### config.mk
export PLATFORM = sky130hd
export DESIGN_NAME = pipereg_ex_mem_elastic
export DESIGN_NICKNAME = d
export VERILOG_FILES = /design/src/rtl/pipe_pkg.sv /design/src/rtl/pipe_skid_buf.sv /design/src/rtl/pipereg_ex_mem_elastic.sv
export SDC_FILE = /design/constraint.sdc
export NUM_CORES = 1
export LEC_CHECK = 0
export ABC_AREA = 1
export CORE_MARGIN = 8
export CORE_UTILIZATION = 44
export DETAILED_ROUTE_END_ITERATION = 16
export MAX_ROUTING_LAYER = met4
export PLACE_DENSITY_LB_ADDON = 0.08
export SETUP_SLACK_MARGIN = 0.02
export SLEW_MARGIN = 20
export SYNTH_ARGS = -nofsm -noshare
export SYNTH_HDL_FRONTEND = slang
export SYNTH_HIERARCHICAL = 1
export SYNTH_SLANG_ARGS = --single-unit
### constraint.sdc
create_clock -name clk -period 2.1 [get_ports clk]
set_clock_uncertainty 0.2 [all_clocks]
set_input_delay 0.21 -clock clk [delete_from_list [all_inputs] [get_ports clk]]
set_output_delay 0.21 -clock clk [all_outputs]
set_load 0.02 [all_outputs]
### src/rtl/pipe_pkg.sv
// Shared pipeline bundle types for the EX->MEM boundary.
// Also holds the writeback-source encoding and buffer occupancy states.
package pipe_pkg;

  localparam int XLEN = 32;
  localparam int PCW  = 32;
  localparam int REGW = 5;

  typedef enum logic [1:0] {
    ALU = 2'd0,
    MEM = 2'd1,
    PC4 = 2'd2
  } result_src_e;

  typedef enum logic [1:0] {
    EMPTY = 2'd0,
    ONE   = 2'd1,
    FULL  = 2'd2
  } occ_e;

  typedef struct packed {
    logic [XLEN-1:0] alu_res;
    logic [XLEN-1:0] w_data;
    logic [REGW-1:0] rd;
    logic [PCW-1:0]  pc_plus4;
    logic [2:0]      func3;
    logic            reg_write;
    result_src_e     result_src;
    logic            mem_write;
  } ex_mem_t;

endpackage

### src/rtl/pipe_skid_buf.sv
// Elastic two-entry pipeline register with registered in_ready.
// Main entry drives the output; skid catches one bundle under backpressure.
module pipe_skid_buf #(
  parameter type T       = logic [31:0],
  parameter bit  SKID_EN = 1'b1
) (
  input  logic clk,
  input  logic rst,
  input  logic flush,
  input  logic in_valid,
  output logic in_ready,
  input  T     in_data,
  output logic out_valid,
  input  logic out_ready,
  output T     out_data
);
  import pipe_pkg::*;

  occ_e occ_q, occ_d;
  T     main_q, main_d;
  T     skid_q, skid_d;
  logic rdy_q, rdy_d;
  logic push, pop;

  assign out_valid = (occ_q != EMPTY);
  assign out_data  = main_q;

  // rdy_q also holds in_ready low through reset in the single-entry mode
  assign in_ready = SKID_EN ? rdy_q
                  : (rdy_q && (!out_valid || out_ready));

  assign push = in_valid && in_ready;
  assign pop  = out_valid && out_ready;

  always_comb begin
    occ_d  = occ_q;
    main_d = main_q;
    skid_d = skid_q;
    unique case (occ_q)
      EMPTY: begin
        if (push) begin
          main_d = in_data;
          occ_d  = ONE;
        end
      end
      ONE: begin
        unique case (1'b1)
          (push && pop): main_d = in_data;
          (push && !pop && SKID_EN): begin
            skid_d = in_data;
            occ_d  = FULL;
          end
          (pop && !push): occ_d = EMPTY;
          default: ;
        endcase
      end
      FULL: begin
        if (pop) begin
          main_d = skid_q;
          occ_d  = ONE;
        end
      end
      default: occ_d = EMPTY;
    endcase
    // flush keeps stale data visible but invalid
    if (flush) begin
      occ_d  = EMPTY;
      main_d = main_q;
      skid_d = skid_q;
    end
    rdy_d = SKID_EN ? (occ_d != FULL) : 1'b1;
  end

  always_ff @(posedge clk or negedge rst) begin
    if (!rst) begin
      occ_q  <= EMPTY;
      main_q <= '0;
      skid_q <= '0;
      rdy_q  <= 1'b0;
    end else begin
      occ_q  <= occ_d;
      main_q <= main_d;
      skid_q <= skid_d;
      rdy_q  <= rdy_d;
    end
  end

endmodule

### src/rtl/pipereg_ex_mem_elastic.sv
// EX->MEM elastic pipeline register: packs the bundle into the skid buffer.
// Control outputs are masked to zero whenever no valid bundle is held.
module pipereg_ex_mem_elastic
  import pipe_pkg::*;
#(
  parameter int DATA_WIDTH = XLEN,
  parameter int PC_WIDTH   = PCW,
  parameter int REG_WIDTH  = REGW,
  parameter bit SKID_EN    = 1'b1
) (
  input  logic                  clk,
  input  logic                  rst,
  input  logic                  flush,
  input  logic                  in_valid,
  output logic                  in_ready,
  input  logic [DATA_WIDTH-1:0] alu_res_in,
  input  logic [DATA_WIDTH-1:0] w_data_in,
  input  logic [REG_WIDTH-1:0]  rd_in,
  input  logic [PC_WIDTH-1:0]   pc_plus4_in,
  input  logic [2:0]            func3_in,
  input  logic                  reg_write_in,
  input  logic [1:0]            result_src_in,
  input  logic                  mem_write_in,
  output logic                  out_valid,
  input  logic                  out_ready,
  output logic [DATA_WIDTH-1:0] alu_res_out,
  output logic [DATA_WIDTH-1:0] w_data_out,
  output logic [REG_WIDTH-1:0]  rd_out,
  output logic [PC_WIDTH-1:0]   pc_plus4_out,
  output logic [2:0]            func3_out,
  output logic                  reg_write_out,
  output logic [1:0]            result_src_out,
  output logic                  mem_write_out
);

  ex_mem_t in_b;
  ex_mem_t out_b;
  logic    vld;

  always_comb begin
    in_b            = '0;
    in_b.alu_res    = alu_res_in;
    in_b.w_data     = w_data_in;
    in_b.rd         = rd_in;
    in_b.pc_plus4   = pc_plus4_in;
    in_b.func3      = func3_in;
    in_b.reg_write  = reg_write_in;
    in_b.result_src = result_src_e'(result_src_in);
    in_b.mem_write  = mem_write_in;
  end

  pipe_skid_buf #(
    .T       (ex_mem_t),
    .SKID_EN (SKID_EN)
  ) u_buf (
    .clk       (clk),
    .rst       (rst),
    .flush     (flush),
    .in_valid  (in_valid),
    .in_ready  (in_ready),
    .in_data   (in_b),
    .out_valid (vld),
    .out_ready (out_ready),
    .out_data  (out_b)
  );

  assign out_valid    = vld;
  assign alu_res_out  = out_b.alu_res;
  assign w_data_out   = out_b.w_data;
  assign rd_out       = out_b.rd;
  assign pc_plus4_out = out_b.pc_plus4;
  assign func3_out    = out_b.func3;

  assign reg_write_out  = vld & out_b.reg_write;
  assign result_src_out = vld ? out_b.result_src : 2'b00;
  assign mem_write_out  = vld & out_b.mem_write;

endmodule
---- Word-level counts from Yosys, hierarchy flattened ----
Cells that the tools add are included.
storage, ports and cells
  register bits after elaboration ......... 219
  output and inout bits ................... 110
  word-level logic and storage cells ...... 49
operators by class
  mux-type cells .......................... 10
  equal/unequal tests ..................... 6
  reduce and logical (&&, ||, !) cells .... 12
  bitwise operators ....................... 3
operator list
  operator                                        count
  2-to-1 mux 108 bit                              3
  one-hot mux 108 bit (3 select lines)            1
  2-to-1 mux 2 bit                                4
  != test 2 x 1 -> 1 bit (second input constant)  3
  one-hot mux 2 bit (3 select lines)              1
  logical AND 1 bit                               5
  AND reduction 5 bit                             1
  one-hot mux 2 bit (2 select lines)              1
  AND reduction 3 bit                             1
  nonzero test 3 bit                              1
  AND 1 bit                                       2
  == test 2 x 1 -> 1 bit (second input constant)  1
  == test 2 bit (second input constant)           1
  zero test 1 bit                                 2
  zero test 2 bit                                 1
  != test 2 bit (second input constant)           1
  nonzero test 2 bit                              1
  inverter 1 bit                                  1

---- Depth between registers and ports, before layout ----
Gate-level depths: netlist of the first run.
  word-level depth ........................ 8
  mapped depth ............................ 13
  mapped depth without buffers ............ 10

---- Hierarchy ----
Netlist of the first run, hierarchy kept.
modules (own cells, without submodules)
  module                  cells an instance  sequential area each (um2)  times used  area an instance (um2)
  pipe_skid_buf           1186               5480.3                      1           9555.4
  pipereg_ex_mem_elastic  8                  0.0                         1           30.0

---- Worst setup path before layout of the first run ----
Ideal clock, no wire load.
  path type ............................... register -> register
  start ................................... register u_buf.occ_q[1]
  end ..................................... register u_buf.main_q (netlist bit u_buf/out_data[51])
  period minus slack after synthesis ...... 1.906 ns
  arrival time ............................ 1.641 ns
  slack ................................... 0.194 ns
  setup time .............................. 0.065 ns
  path buffers ............................ 3
  cell stages (with the launch flop) ...... 14
  cells stage by stage .................... dfrtp_1 -> buf_4 -> nor2_2 -> nor2_1 -> ha_1 -> inv_1 -> nand3_1 -> nand2_1 -> inv_1 -> nand2_2 -> buf_4 -> buf_6 -> nand2_1 -> nand2_1
between the ends
  longest elaborated chain between the ends .. 5
ends and longest elaborated chain
  element                           line                 source
  start, declared                   pipe_skid_buf.sv:19  occ_e occ_q, occ_d;
  start signal, assigned            pipe_skid_buf.sv:76  occ_q <= EMPTY;
  start signal, assigned            pipe_skid_buf.sv:81  occ_q <= occ_d;
  nonzero test 2 bit                pipe_skid_buf.sv:25  assign out_valid = (occ_q != EMPTY);
  logical AND 1 bit                 pipe_skid_buf.sv:33  assign pop = out_valid && out_ready;
  logical AND 1 bit                 pipe_skid_buf.sv:48  (push && pop): main_d = in_data;
  != test 2 x 1 -> 1 bit (no line)  --
  AND reduction 5 bit (no line)     --
  end signal, assigned              pipe_skid_buf.sv:82  main_q <= main_d;
  end, declared                     pipe_skid_buf.sv:20  T main_q, main_d;
Parallel ways exist; a longest one is shown, timed or not.
A chain may end at the register's enable or synchronous reset.

---- Worst setup path in the final report of the first run ----
  start ................................... register u_buf.occ_q[0]
  end ..................................... output reg_write_out
between the ends
  longest elaborated chain between the ends .. 2
ends and longest elaborated chain
  element             line                          source
  nonzero test 2 bit  pipe_skid_buf.sv:25
  AND 1 bit           pipereg_ex_mem_elastic.sv:74  assign reg_write_out = vld & out_b.reg_write;
  end, declared       pipereg_ex_mem_elastic.sv:31  output logic reg_write_out,
No other way between the ends.

==> metrics.cfg, run 1 <==
[critical_path]
cp_slowest_stage_delay_ns=0.44
crit_type=flip-flop to primary output
cp_max_fo=5
setup.worst_path.start_class=flip-flop
worstPathCellList=nor2_4 -> inv_2 -> nand2_1 -> inv_1 -> dlygate4sd2_1
arrival_ns=1.59
crit_path_end_kind=primary output
slowest_stage=dfrtp_2
worstPathRequired_ns=1.69

[worst_hold_path]
hold_class=input pin to flip-flop

[route]
via_count=8127
via_per_inst=4.77
dr.first_iter.drc_count=471
drc=0
post_drt_wl_per_cell_um=14.8
dr.pass1.iters=5
routed_wl_um=25200
ant_nets=0

[timing]
hold_ws_ns=0.0843
finalSetupViolCount=0
grt_setup_unrepaired=true
fmax_ghz=0.499
setup_slack_ns=0.0974
worstMarginPinSlew_ns=0.410
min_period_over_period=0.954
maxSlewHeadroom=0.727
post-route-min-period_ns=2.00
slew_violations=0
final.setup.tns_ns=0
hold_viol=0

[global_route]
grt_util_all_layers=0.185
grt_pass1_vias=7782
grt_max_degree=63
grt.overflow.total=0
antenna_found_initial=0
grt_pass1_wl_um=39700

[cts]
cts-htree-levels=1
cts_buffers=24
root_buffer=clkbuf_16
cts_tree=built
clock_latency_ns=0.50
cts_buffer_depth=3
path_clk_slew_ns=0.06
cts_sinks=219

[job]
drv_cap=0

[yosys]
ys_types=20
async_reset_ff_frac=1.00
syn-instance-count=1194
syn_nets=1309
syn_area_um2=9590
synth_top_area_frac=0.572
syn_area_per_cell_um2=8.03
ys_ff_latch=219
synth_warnings=6
ys.flop_type=dfrtp_1
yosysSeqAreaShare=0.572
synthTopCellsByArea=dfrtp_1, nand2_1, a21oi_1, o21ai_0, inv_1
yosys.area.top_type=dfrtp_1
synth_edf_count=0

[power_and_ir_drop]
ir_drop_v=0.000766
power.total_mw=13.9
leakagePower_nw=6.86
pwr_density_cell_nw_per_um2=1060

[layout]
antennaDiodeCount=0
fillers=1964
drive_gt1_frac=0.0575
utilization=0.608
nets=1525
areaGrowthSynthToFinish_pct=37.2
fin_area_um2=13200
final_cells=1705

[placed_design]
portBuffers=222
place_hpwl_um=16700
dp_cells=1658
gp_congestion=0.748
postPlaceCellArea_um2=12300
place_ws_ns=-0.0915

[status]
status=complete, no violations

[floorplan]
die_x_um=164
dieArea_um2=26800
core_um2=21600
rows=54
die_y_um=164
start_util=0.443
io_pins=223

-- layer usage --
layer	GRT usage	share of wire	vias to the layer above
li1	-	-	4099
met1	0.248	0.45	3802
met2	0.285	0.46	200
met3	0.0466	0.071	26
met4	0.0322	0.011	0
met5	-	0	-
-- cells in the mapped netlist, types with 2 or more instances --
cell type  count
nor2_1       109
nor2_4         2
o21ai_0      108
buf_4          5
buf_6          5
clkbuf_1      12
nand3_1        3
inv_1        122
nand2_2        2
nand2_1      444
a21oi_1      109
buf_1          3
buf_2         44
ha_1           2
dfrtp_1      219
-- worst paths after layout --
check,slack [ns],endpoint,start,cells after the start
max,0.1,reg_write_out,u_buf/occ_q[0],5
min,0.08,u_buf/skid_q[4],func3_in[0],3
max reg2reg,0.15,u_buf/out_data[23],u_buf/occ_q[1],8
min reg2reg,0.27,u_buf/out_data[85],u_buf/out_data[85],2
max in group asynchronous,0.33,u_buf/out_data[58],rst,4
min in group asynchronous,0.54,u_buf/out_data[57],rst,3
-- registers in the layout (all words and copies together), names as in the netlist --
name / flops
u_buf/out_data: 108
u_buf/skid_q: 108
u_buf/occ_q: 2
u_buf/in_ready: 1
-- cell usage in the layout, fill, tap and decap left out, types with 2 or more instances in the layout --
master           Yosys  layout
a21oi_1            109     109
buf_12               0      17
buf_4                5      13
clkbuf_1            12       5
clkbuf_16            0      28
clkbuf_8             0       6
clkdlybuf4s15_1      0       2
clkdlybuf4s50_1      0     216
clkinv_2             0       4
dfrtp_1            219     218
dlygate4sd2_1        0       2
dlygate4sd3_1        0       3
ha_1                 2       2
inv_1              122     120
inv_2                1       3
nand2_1            444     444
nand2_8              0       2
nand3_1              3       3
nor2_1             109     109
nor2_4               2       3
o21ai_0            108     108
-- power breakdown --
part	switching [mW]	internal [mW]	leakage, nW
Combinational	2.03	1.74	3.79
Clock	1.62	2.49	0.387
Sequential	0.628	5.44	2.68
Total	4.28	9.67	6.86
-- kinds of logic (layout without fill, tap and decap cells) --
kind of cell | Yosys count | count (layout) | synth area share
compound gates | 219 | 219 | 0.115
simple gates | 562 | 562 | 0.224
buf+inv | 192 | 423 | 0.0868
fa+ha+maj | 2 | 2 | 0.00261
flops | 219 | 219 | 0.572
-- worst max-delay path, delay by kind of cell (launching register included) --
family | cells | cell delay, ns
flip-flops | 1 | 0.44
buffers and inverters | 3 | 0.44
AND/OR/NAND/NOR | 2 | 0.21
-- timing repair --
item                       in CTS  in global routing
hold buffers                    3                  0
hold endpoints to repair      219                  0
setup endpoints to repair       5                 68
gates cloned                    0                  3
resized for setup               7                  8
setup buffers                   0                  0
pin swaps                       0                  2
-- area by class of cell --
class	instances	area [µm²]	area share
flip-flops and latches	219	5480	0.417
multi-input cells	783	3310	0.251
clock buffers	36	727	0.0553
repair buffers	259	2770	0.211
clock inverters	5	50.0	0.00381
inverters	123	462	0.0351
well taps	280	350	0.0266
Power figures use the tool's default switching activity.
==> run 2: changes to the inputs <==
--- a/config.mk
+++ b/config.mk
@@ -8,10 +8,12 @@
 export ABC_AREA = 1
 export CORE_MARGIN = 8
 export CORE_UTILIZATION = 44
+export CTS_CLUSTER_DIAMETER = 30
 export DETAILED_ROUTE_END_ITERATION = 16
 export MAX_ROUTING_LAYER = met4
 export PLACE_DENSITY_LB_ADDON = 0.08
 export SETUP_SLACK_MARGIN = 0.02
+export SKIP_LAST_GASP = 1
 export SLEW_MARGIN = 20
 export SYNTH_ARGS = -nofsm -noshare
 export SYNTH_HDL_FRONTEND = slang
==> constraint.sdc (replaced) <==
create_clock -name clk -period 2.56 [get_ports clk]
set_clock_uncertainty 0.2 [all_clocks]
set_input_delay 0.256 -clock clk [delete_from_list [all_inputs] [get_ports clk]]
set_output_delay 0.256 -clock clk [all_outputs]
set_load 0.02 [all_outputs]
==> run 2 against run 1 <==
- cell count rose by 1.9%
- flip-flop and latch count stayed put
- sequential power shrank 18%
- highest routed layer unchanged
==> metrics.cfg, run 2 (synthesis gave the netlist of run 1 again) <==
[critical_path]
crit_path_end_kind=primary output
setup.worst_path.start_class=flip-flop
cp_max_fo=5
arrival_ns=1.98
worstPathRequired_ns=2.10
crit_type=flip-flop to primary output

[timing]
min_period_over_period=0.952
post-route-min-period_ns=2.44
hold_viol=0
final.setup.tns_ns=0
worstMarginPinSlew_ns=0.590
fmax_ghz=0.410
finalSetupViolCount=0
maxSlewHeadroom=0.607
grt_setup_unrepaired=false
slew_violations=0

[global_route]
grt_pass1_vias=8378
grt_pass1_wl_um=41900
grt_max_degree=109
grt.overflow.total=0
antenna_found_initial=1
grt_util_all_layers=0.197

[route]
routed_wl_um=25500
dr.pass1.iters=5
dr.first_iter.drc_count=464
post_drt_wl_per_cell_um=14.7
via_count=8201
drc=0
ant_nets=0
via_per_inst=4.72

[cts]
clock_latency_ns=0.52
cts_tree=built
cts_buffer_depth=3
root_buffer=clkbuf_16
cts_buffers=52
cts_sinks=219
cts-htree-levels=2
path_clk_slew_ns=0.04

[layout]
utilization=0.640
layout_commonest_cell=nand2_1
fin_area_um2=13800
drive_gt1_frac=0.0715
fillers=1863
final_cells=1737
areaGrowthSynthToFinish_pct=44.4
layout_common_cells=nand2_1, clkdlybuf4s50_1, dfrtp_1, inv_1
nets=1533

[floorplan]
rows=54
dieArea_um2=26800
die_y_um=164
start_util=0.443
io_pins=223
die_x_um=164
core_um2=21600

[job]
drv_cap=0

[placed_design]
postPlaceCellArea_um2=12100
gp_congestion=0.755
portBuffers=222
place_hpwl_um=16000
dp_cells=1643

[worst_hold_path]
hold_class=input pin to asynchronous set/reset pin

[status]
status=complete, no violations

[power_and_ir_drop]
ir_drop_v=0.000947
leakagePower_nw=7.21
pwr_density_cell_nw_per_um2=1040

run 2: critical path, stage by stage, from the launching register on:
cell             delay, ns
dfrtp_1               0.44
nor2_4                0.08
inv_1                 0.18
nand2_1               0.07
inv_1                 0.08
clkdlybuf4s50_1       0.61
run 2: timing repair:
| item | in CTS | in global routing |
|---|---|---|
| setup buffers | 0 | 0 |
| resized for setup | 0 | 3 |
| setup endpoints to repair | 0 | 4 |
| endpoints found under the hold margin | 151 | 0 |
| hold buffers | 1 | 0 |
run 2: final timing paths:
path / from / end / slack, ns / depth (start not counted)
max: u_buf/occ_q[0] / reg_write_out / 0.12 / 5
min: rst / u_buf/out_data[58] / 0.09 / 2
max reg2reg: u_buf/occ_q[0] / u_buf/out_data[81] / 0.38 / 11
min reg2reg: u_buf/out_data[34] / u_buf/out_data[34] / 0.26 / 2
max in group asynchronous: rst / u_buf/out_data[11] / 1.25 / 3
min in group clk: w_data_in[20] / u_buf/skid_q[64] / 0.12 / 3
run 2: final cells by class:
type	count	area [µm²]	share of cell area
tap	280	350	0.0253
clock inverter	16	218	0.0157
sequential	219	5480	0.396
timing repair buffer	239	2510	0.181
inverter	123	462	0.0334
antenna	2	5.00	0.000362
clock buffer	75	1520	0.110
multi-input combinational	783	3300	0.238
run 2: through the flow:
step                power (mW)  setup WS [ns]  hold WS [ns]
finish                    14.4          0.123        0.0921
global route              15.2         0.0231         0.143
detailed placement        8.06          0.191        0.0708
global placement          7.98          0.240        0.0722
floorplan                 6.54          0.654        -0.240
CTS                       14.6         0.0207         0.102
run 2: power by group:
| group | internal [mW] | leakage [nW] | switching, mW | total [mW] |
|---|---|---|---|---|
| combinational | 1.37 | 3.67 | 1.64 | 3.01 |
| sequential | 4.47 | 2.68 | 0.520 | 4.99 |
| clock | 4.54 | 0.853 | 1.88 | 6.42 |
run 2: metal layers:
metal / global-route usage / share of wire / vias to the layer above
li1: - / - / 4126
met5: - / 0 / -
met3: 0.0469 / 0.071 / 28
met1: 0.257 / 0.44 / 3799
met2: 0.302 / 0.47 / 248
met4: 0.0566 / 0.013 / 0
==> run 3: changes to the inputs <==
--- a/config.mk
+++ b/config.mk
@@ -19,3 +19,4 @@
 export SYNTH_HDL_FRONTEND = slang
 export SYNTH_HIERARCHICAL = 1
 export SYNTH_SLANG_ARGS = --single-unit
+export TNS_END_PERCENT = 10
==> run 3 against run 2 <==
- first-iteration DRC count fell by 2.2%
- die area did not move
- core utilization is essentially flat
- critical path depth is the same
- worst setup slack lost 0.011 ns
- maximum frequency fell by 0.44%
- critical endpoint is now mem_write_out
- largest cell class unchanged
==> metrics.cfg, run 3 (synthesis gave the netlist of run 1 again) <==
[critical_path]
r2r_cells=11
crit_type=flip-flop to primary output
cp_max_fo=5
crit_path_end_kind=primary output
worstPathRequired_ns=2.10
setup.worst_path.start_class=flip-flop
arrival_ns=1.99

[layout]
drive_gt1_frac=0.0715
final_cells=1737
layout_common_cells=nand2_1, clkdlybuf4s50_1, dfrtp_1, inv_1
utilization=0.640
areaGrowthSynthToFinish_pct=44.4
layout_commonest_cell=nand2_1
nets=1533

[floorplan]
rows=54
start_util=0.443
dieArea_um2=26800
io_pins=223
die_y_um=164
core_um2=21600
die_x_um=164

[global_route]
grt_pass1_vias=8378
grt_pass1_wl_um=41900
grt.overflow.total=0
antenna_found_initial=1
grt_max_degree=109
grt_util_all_layers=0.197

[cts]
root_buffer=clkbuf_16
cts_sinks=219
clock_latency_ns=0.52
path_clk_slew_ns=0.04
cts_tree=built
cts_buffers=52
cts_buffer_depth=3
post-cts-setup-buffers=0
cts-htree-levels=2

[timing]
worstMarginPinSlew_ns=0.590
post-route-min-period_ns=2.45
fmax_ghz=0.409
maxSlewHeadroom=0.607
grt_setup_unrepaired=true
hold_viol=0
slew_violations=0
hold_ws_ns=0.0921
min_period_over_period=0.956
setup_slack_ns=0.112
finalSetupViolCount=0

[route]
via_per_inst=4.72
drc=0
dr.pass1.iters=5
routed_wl_um=25500
via_count=8205
ant_nets=0
post_drt_wl_per_cell_um=14.7
dr.first_iter.drc_count=454

[job]
drv_cap=0

[placed_design]
place_hpwl_um=16000
place_ws_ns=0.191
dp_cells=1643
portBuffers=222
gp_congestion=0.755

[power_and_ir_drop]
pwr_density_cell_nw_per_um2=1040
power.total_mw=14.4
ir_drop_v=0.000947
leakagePower_nw=7.19

[status]
status=complete, no violations

[worst_hold_path]
hold_class=input pin to asynchronous set/reset pin

## run 3: worst paths after layout
check	end	startpoint	slack [ns]
max in group asynchronous	u_buf/out_data[11]	rst	1.25
max	mem_write_out	u_buf/occ_q[0]	0.11
min in group clk	u_buf/skid_q[64]	w_data_in[20]	0.12
min reg2reg	u_buf/out_data[34]	u_buf/out_data[34]	0.26
min	u_buf/out_data[58]	rst	0.09
max reg2reg	u_buf/out_data[81]	u_buf/occ_q[0]	0.38
## run 3: what timing repair did
item	CTS	global route
setup endpoints to repair	0	4
hold buffers	1	0
hold endpoints to repair	151	0
gates resized for setup	0	2
## run 3: stage by stage
stage                     instance area [µm²]  setup TNS, ns
after floorplan                          9590              0
after global placement                  12100              0
after detailed placement                12100              0
after CTS                               13800              0
after global routing                    13800       -0.00775
final                                   13800              0
## run 3: power breakdown
part / switching, mW / internal [mW] / total, mW
combinational: 1.64 / 1.37 / 3.01
clock: 1.88 / 4.54 / 6.42
sequential: 0.519 / 4.47 / 4.99
## run 3: layout make-up
cell class | instances | area, µm²
fill | 1864 | 7780
timing repair buffer | 239 | 2510
clock inverter | 16 | 218
sequential | 219 | 5480
antenna | 2 | 5.00
inverter | 123 | 462
multi-input combinational | 783 | 3300
tap | 280 | 350
clock buffer | 75 | 1520
## run 3: layer usage
layer | up-vias | part of all wire | GRT usage
li1 | 4126 | - | -
met1 | 3803 | 0.44 | 0.257
met2 | 248 | 0.47 | 0.302
met3 | 28 | 0.071 | 0.0469
met4 | 0 | 0.013 | 0.0566
met5 | - | 0 | -
## run 3: worst max-delay path, stage by stage (launching register included)
cell             delay [ns]
dfrtp_1                0.44
nor2_4                 0.08
inv_1                  0.18
nand2_1                0.07
inv_1                  0.05
clkdlybuf4s50_1        0.65
